--- src/rtl/input_debounce_pkg.sv ---
// Shared constants and helpers for the input_debounce block.
//   DEF_*       : default parameter values for the top level
//   clog2_min1  : counter width helper that never returns 0
package input_debounce_pkg;

  localparam int unsigned DEF_WIDTH        = 8;
  localparam int unsigned DEF_SYNC_STAGES  = 2;
  localparam int unsigned DEF_PRESCALE     = 1;
  localparam int unsigned DEF_STABLE_TICKS = 4;

  // Bits needed to hold 0..v-1, at least 1 so a counter always has a real bit.
  function automatic int unsigned clog2_min1(input int unsigned v);
    if (v <= 2) begin
      return 1;
    end
    return $clog2(v);
  endfunction

endpackage

--- src/rtl/input_debounce_bit.sv ---
// Single-channel debouncer: synchronizer chain, stability counter, clean level
// and registered rise/fall strobes.
//   clk, rst : clock, asynchronous active-high reset
//   ena      : 0 freezes counter and clean level (synchronizer keeps running)
//   tick     : debounce time base from the shared prescaler
//   raw      : unsynchronized pin level
//   clean    : debounced level
//   rise/fall: one-cycle pulse in the first cycle clean reads 1 / 0
module debounce_bit
  import input_debounce_pkg::*;
#(
  parameter int unsigned SYNC_STAGES  = DEF_SYNC_STAGES,
  parameter int unsigned STABLE_TICKS = DEF_STABLE_TICKS
) (
  input  logic clk,
  input  logic rst,
  input  logic ena,
  input  logic tick,
  input  logic raw,
  output logic clean,
  output logic rise,
  output logic fall
);

  localparam int unsigned CNT_W = clog2_min1(STABLE_TICKS);
  localparam logic [CNT_W-1:0] CNT_LAST = CNT_W'(STABLE_TICKS - 1);

  logic [SYNC_STAGES-1:0] r_sync;
  logic [CNT_W-1:0]       r_cnt;
  logic                   r_clean;
  logic                   r_rise;
  logic                   r_fall;
  logic                   w_s;

  assign w_s = r_sync[SYNC_STAGES-1];

  // Synchronizer runs regardless of ena so it never holds a stale sample.
  always_ff @(posedge clk or posedge rst) begin
    if (rst) begin
      r_sync <= '0;
    end else begin
      r_sync <= {r_sync[SYNC_STAGES-2:0], raw};
    end
  end

  // State is (r_cnt, r_clean): IDLE when w_s matches clean, COUNTING otherwise.
  always_ff @(posedge clk or posedge rst) begin
    if (rst) begin
      r_cnt   <= '0;
      r_clean <= 1'b0;
      r_rise  <= 1'b0;
      r_fall  <= 1'b0;
    end else begin
      r_rise <= 1'b0;
      r_fall <= 1'b0;
      if (ena) begin
        if (w_s == r_clean) begin
          // Any return to the clean level discards the partial count.
          r_cnt <= '0;
        end else if (tick) begin
          if (r_cnt == CNT_LAST) begin
            r_clean <= w_s;
            r_cnt   <= '0;
            r_rise  <= w_s;
            r_fall  <= ~w_s;
          end else begin
            r_cnt <= r_cnt + 1'b1;
          end
        end
      end
    end
  end

  assign clean = r_clean;
  assign rise  = r_rise;
  assign fall  = r_fall;

endmodule

--- src/rtl/input_debounce.sv ---
// Per-bit input conditioner for the dedicated input bus.
//   clk, rst  : clock, asynchronous active-high reset
//   ena       : design enable; 0 freezes prescaler and debounce state
//   raw_in    : unsynchronized pin levels
//   clean_out : debounced levels
//   rise/fall : one-cycle pulses on clean 0->1 / 1->0
//   changed   : OR of all rise and fall bits in the same cycle
module input_debounce
  import input_debounce_pkg::*;
#(
  parameter int unsigned WIDTH        = DEF_WIDTH,
  parameter int unsigned SYNC_STAGES  = DEF_SYNC_STAGES,
  parameter int unsigned PRESCALE     = DEF_PRESCALE,
  parameter int unsigned STABLE_TICKS = DEF_STABLE_TICKS
) (
  input  logic             clk,
  input  logic             rst,
  input  logic             ena,
  input  logic [WIDTH-1:0] raw_in,
  output logic [WIDTH-1:0] clean_out,
  output logic [WIDTH-1:0] rise,
  output logic [WIDTH-1:0] fall,
  output logic             changed
);

  localparam int unsigned PS_W = clog2_min1(PRESCALE);
  localparam logic [PS_W-1:0] PS_LAST = PS_W'(PRESCALE - 1);

  logic [PS_W-1:0] r_presc;
  logic            w_tick;

  // With PRESCALE=1 the counter is pinned at 0 and w_tick reduces to ena.
  always_ff @(posedge clk or posedge rst) begin
    if (rst) begin
      r_presc <= '0;
    end else if (ena) begin
      r_presc <= (r_presc == PS_LAST) ? '0 : r_presc + 1'b1;
    end
  end

  assign w_tick = ena & (r_presc == PS_LAST);

  for (genvar g = 0; g < WIDTH; g++) begin : g_bit
    debounce_bit #(
      .SYNC_STAGES (SYNC_STAGES),
      .STABLE_TICKS(STABLE_TICKS)
    ) u_bit (
      .clk  (clk),
      .rst  (rst),
      .ena  (ena),
      .tick (w_tick),
      .raw  (raw_in[g]),
      .clean(clean_out[g]),
      .rise (rise[g]),
      .fall (fall[g])
    );
  end

  assign changed = |(rise | fall);

endmodule

--- config.mk ---
export PLATFORM = sky130hd
export DESIGN_NAME = input_debounce
export DESIGN_NICKNAME = d
export VERILOG_FILES = /design/src/rtl/input_debounce_pkg.sv /design/src/rtl/input_debounce_bit.sv /design/src/rtl/input_debounce.sv
export SDC_FILE = /design/constraint.sdc
export NUM_CORES = 1
export LEC_CHECK = 0
export CORE_ASPECT_RATIO = 0.8
export CORE_UTILIZATION = 50
export CTS_BUF_LIST = sky130_fd_sc_hd__clkbuf_2
export CTS_CLUSTER_DIAMETER = 40
export DETAILED_ROUTE_END_ITERATION = 10
export MAX_ROUTING_LAYER = met4
export PLACE_DENSITY = 0.78
export SLEW_MARGIN = 5
export SYNTH_ARGS = -nofsm -noshare
export SYNTH_HDL_FRONTEND = slang
export SYNTH_HIERARCHICAL = 1
export SYNTH_SLANG_ARGS = --single-unit
--- constraint.sdc ---
create_clock -name clk -period 1.07 [get_ports clk]
set_input_delay 0.214 -clock clk [delete_from_list [all_inputs] [get_ports clk]]
set_output_delay 0.214 -clock clk [all_outputs]
set_load 0.05 [all_outputs]
# Word-level counts from Yosys, hierarchy flattened
# Cells that the tools add are included.
# op_classes
add_sub_neg	9
mul	0
n_div	0
order_cmp	0
n_eq_ne	16
shifts	0
mux	89
bitwise_logic	19
n_reduce_logical	25
# op_table
op	n
$mux W1	65
$mux W2	24
$reduce_and A4 Y1	8
$not A1 Y1	17
$add A2 B1 Y2 const B	8
$eq A2 B2 Y1 const B	8
$reduce_and A2 Y1	8
$reduce_bool A2 Y1	8
$eq A1 B1 Y1	8
$or A8 B8 Y8	1
$reduce_or A8 Y1	1
$add A1 B1 Y1 const B	1
$and A1 B1 Y1	1
# word_totals
ff_bits	57
latch_bits	0
ramBits	0
mem_bits_ro	0
in_bits	11
word_cells	199
memories	0

# Depth between registers and ports, before layout
# depth
word_depth	5
ltp_mapped	4

# Hierarchy
# The synthesis kept the hierarchy.
# by_module_without_submodules
mod	n_inst	cells_each	area_each_um2	seq_area_each_um2
debounce_bit	8	22	285.3	175.2
input_debounce	1	5	31.3	0.0

# Worst setup path after synthesis
# OpenSTA, ideal clock, no wires.
# synth_timing
path_kind	reg-to-output
startpoint	register g_bit[6].u_bit.r_rise
endpoint	output changed
arrival_ns	1.382
required_ns	0.856
slack_ns	-0.526
path_stages_with_launch	3
n_path_buf	0
cell_sequence	dfrtp_1 -> nor4_1 -> nand4_1
# synth_via
elab_chain_len	2
# synth_lines
element	line_no	source
start: declaration	input_debounce_bit.sv:31	logic r_rise;
start signal: assignment	input_debounce_bit.sv:64	r_rise <= w_s;
$or A8 B8 Y8	input_debounce.sv:59	assign changed = |(rise | fall);
$reduce_or A8 Y1	input_debounce.sv:59	
end: declaration	input_debounce.sv:23	output logic changed
# Every way passes these cells.

# Final worst setup path
# Same ends and word-level chain as after synthesis.

==> results.py <==
metrics = {
    "status": {
        "violations": "setup timing",
        "status": "finished with violations",
    },
    "routing": {
        "antenna_left": 0,
        "first_pass_iters": 4,
        "drc": 0,
        "vias": 2050,
        "viasPerCell": 6.08,
        "wl_per_cell_um": 26.9,
        "drtIter0Drc": 105,
        "drt-total-wl_mm": 9.06,
    },
    "yosys": {
        "ys_ff_latch": 56,
        "synth-warning-count": 6,
        "synth_top_area_share_pct": 60.6,
        "synth.distinct_cells": 15,
        "synth_area_um2": 2310,
        "yosysTopAreaCell": "dfrtp_1",
        "synth_nets": 200,
        "yosysSeqAreaShare_pct": 60.6,
        "syn_area_per_cell_um2": 12.8,
        "syn_inst": 181,
        "synth_area_leaders": "dfrtp_1, mux2_4, nor3b_1, ha_1, nand3_1",
    },
    "timing": {
        "rsz0062_at_grt": "true",
        "hold_violations": 0,
        "max_freq_ghz": 0.523,
        "tightest_slew_ns": 0.355,
        "slew_headroom_pct": 76.3,
        "setup_slack_ns": -0.843,
        "finalMaxSlewViolations": 0,
        "tns_ns": -11.76,
        "fin_crit_ns": 1.91,
        "setup_violations": 54,
        "fin_crit_sh_pct": 179,
        "skew_ns": 0.0307,
    },
    "floorplan": {
        "io_pins": 36,
        "dieArea_um2": 4900,
        "initial_core_util_pct": 53.7,
        "die_w_um": 78.1,
        "fp-row-count": 21,
        "coreArea_um2": 4310,
        "chipHeight_um": 62.8,
    },
    "cts": {
        "clkTransAtPathRegs_ns": 0.28,
        "htreeDepth": 2,
        "insertion_delay_ns": 0.48,
        "cts-root-buf": "clkbuf_2",
        "cts_tree": "done",
        "cts_buffers": 5,
        "cts_buffer_depth": 2,
        "clock_sinks": 56,
    },
    "setup_path": {
        "crit_required_ns": 0.86,
        "path_max_fanout": 2,
        "worst-r2r-cell-count": 4,
        "arrival_ns": 1.70,
        "rrSetupSlack_ns": -0.19,
        "crit_path_start_kind": "flop",
        "timing.rr.start": "g_bit[5].u_bit/r_cnt[0]$_DFFE_PP0P_",
        "crit_path_end_kind": "output port",
        "rr_endpoint": "g_bit[5].u_bit/r_cnt[1]$_DFFE_PP0P_",
        "crit_type": "reg -> out",
    },
    "place": {
        "place_area_um2": 3350,
        "dp.cells": 306,
        "routabilityCongestion": 0.794,
        "port-buffer-count": 35,
        "dp_hpwl_mm": 4.12,
    },
    "pwr": {
        "p_leak_nw": 1.72,
        "combPwrFrac_pct": 51.1,
        "intPower_mw": 4.79,
        "swShare_pct": 39.8,
        "p_seq_share_pct": 38.4,
        "peakVddDrop_v": 0.00153,
        "powerDensity_nw_per_um2": 1930,
        "p_clk_share_pct": 10.5,
        "p_sw_mw": 3.17,
    },
    "min_path": {
        "holdPathEnd": "g_bit[5].u_bit/r_sync[0]$_DFF_PP0_",
        "holdCritStartpoint": "raw_in[5]",
        "holdPathStages": 1,
        "holdCritPathClass": "in -> reg",
    },
    "final_layout": {
        "nets": 298,
        "finalNonFillerCells": 337,
        "n_antenna_cell": 0,
        "syn_to_final_growth_pct": 78.2,
        "fin_area_um2": 4120,
        "drive_above_1_share_pct": 64.6,
    },
    "grt": {
        "grt.met3_usage_pct": 5.55,
        "grt.overflow.total": 0,
        "grt_max_degree": 24,
        "grt_use_met2_pct": 58.1,
        "use_met1_pct": 39.1,
        "grt_pass1_wl_mm": 11.6,
        "busiest_layer": "met2",
        "grt_usage_pct": 33.9,
        "antenna_found_initial": 0,
        "grt_pass1_vias": 2052,
    },
    "flow_run": {
        "cap_violations": 0,
    },
}
[critical path, cell delays in order (launching register included)]
cell	delay (ns)
dfrtp_2	0.51
nor4_4	0.34
nand4_1	0.19
buf_6	0.20
[Yosys cell counts]
cell type / n
dfrtp_1: 56
inv_1: 16
nand3_1: 16
nor3b_1: 16
ha_1: 8
mux2_4: 8
nand3_2: 8
nor2_1: 8
o21a_1: 8
o21ai_1: 8
o22ai_1: 8
o2bb2ai_1: 8
xnor2_1: 8
nor4_1: 4
nand4_1: 1
[metal layers]
| metal | share of wire [%] | vias to the layer above |
|---|---|---|
| li1 | - | 854 |
| met1 | 36 | 1009 |
| met2 | 51 | 128 |
| met3 | 5.6 | 59 |
| met4 | 6.9 | 0 |
| met5 | 0 | - |
[worst max-delay path by stage]
| stage | end | slack (ns) | start |
|---|---|---|---|
| finish | changed | -0.84 | g_bit[6].u_bit/rise$_DFF_PP0_ |
| global route | changed | -0.95 | g_bit[6].u_bit/rise$_DFF_PP0_ |
| CTS | changed | -0.73 | g_bit[1].u_bit/fall$_DFF_PP0_ |
| detailed placement | changed | -0.25 | g_bit[6].u_bit/rise$_DFF_PP0_ |
| global placement | changed | -0.24 | g_bit[6].u_bit/rise$_DFF_PP0_ |
| floorplan | changed | -0.45 | g_bit[1].u_bit/rise$_DFF_PP0_ |
[area by class of cell]
type                       count  area, µm²
multi-input combinational    109       1400
timing repair buffer          91       1130
inverter                      16       60.1
clock inverter                 3       13.8
fill                          88        188
sequential                    56       1430
clock buffer                   5       25.0
tap                           57       71.3
[flip-flops by register name (all words and copies together) (netlist names)]
name	count
g_bit.u_bit/clean	8
g_bit.u_bit/fall	8
g_bit.u_bit/r_cnt	16
g_bit.u_bit/r_sync	16
g_bit.u_bit/rise	8
[power groups by stage]
stage,Sequential (mW),Clock [mW],Combinational [mW]
detailed placement,2.97,0,2.39
finish,3.06,0.838,4.06
CTS,2.96,0.806,3.27
floorplan,3.17,0,1.09
global route,3.08,0.934,4.23
global placement,2.91,0,2.17
[what timing repair did]
action | 4_1_cts | 5_1_grt
endpoints found under the setup margin | 48 | 61
hold buffers | 0 | 0
setup buffers | 16 | 20
gates resized for setup | 62 | 42
pin swaps | 23 | 23
[placed cells by master, fill, tap and decap left out, drive strengths merged]
cell           synthesis  routed
xnor2                  8       8
o21a                   8       8
nor2                   8       8
mux2                   8       8
nand3                 24      24
clkinv                 0       3
nor3b                 16      16
buf                    0      82
dfrtp                 56      56
clkdlybuf4s50          0       9
o22ai                  8       8
inv                   16      16
ha                     8       8
clkbuf                 0       5
o2bb2ai                8       8
nand4                  1       1
o21ai                  8       8
nor4                   4       4
[cells by family (layout without fill, tap and decap cells)]
group	count (synthesis)	in the layout	synth area share, %
AOI/OAI and AO/OA	32	32	9.52
DFF	56	56	60.6
buffers and inverters	16	115	2.60
xor gates and xnor gates	8	8	3.03
muxes	8	8	5.19
adders and majority gates	8	8	4.33
and+or+nand+nor	53	53	14.8
[metrics by stage]
| step | worst slack [ns] | util [%] | hold slack, ns | total power, mW |
|---|---|---|---|---|
| after floorplan | -0.448 | - | 0.0172 | 4.26 |
| after global placement | -0.237 | 77.7 | 0.332 | 5.08 |
| after detailed placement | -0.247 | 77.7 | 0.336 | 5.37 |
| after CTS | -0.733 | 90.2 | 0.127 | 7.04 |
| after global routing | -0.952 | 95.6 | 0.0850 | 8.24 |
| final | -0.843 | 95.6 | 0.157 | 7.96 |
(Power assumes the default switching activity.)
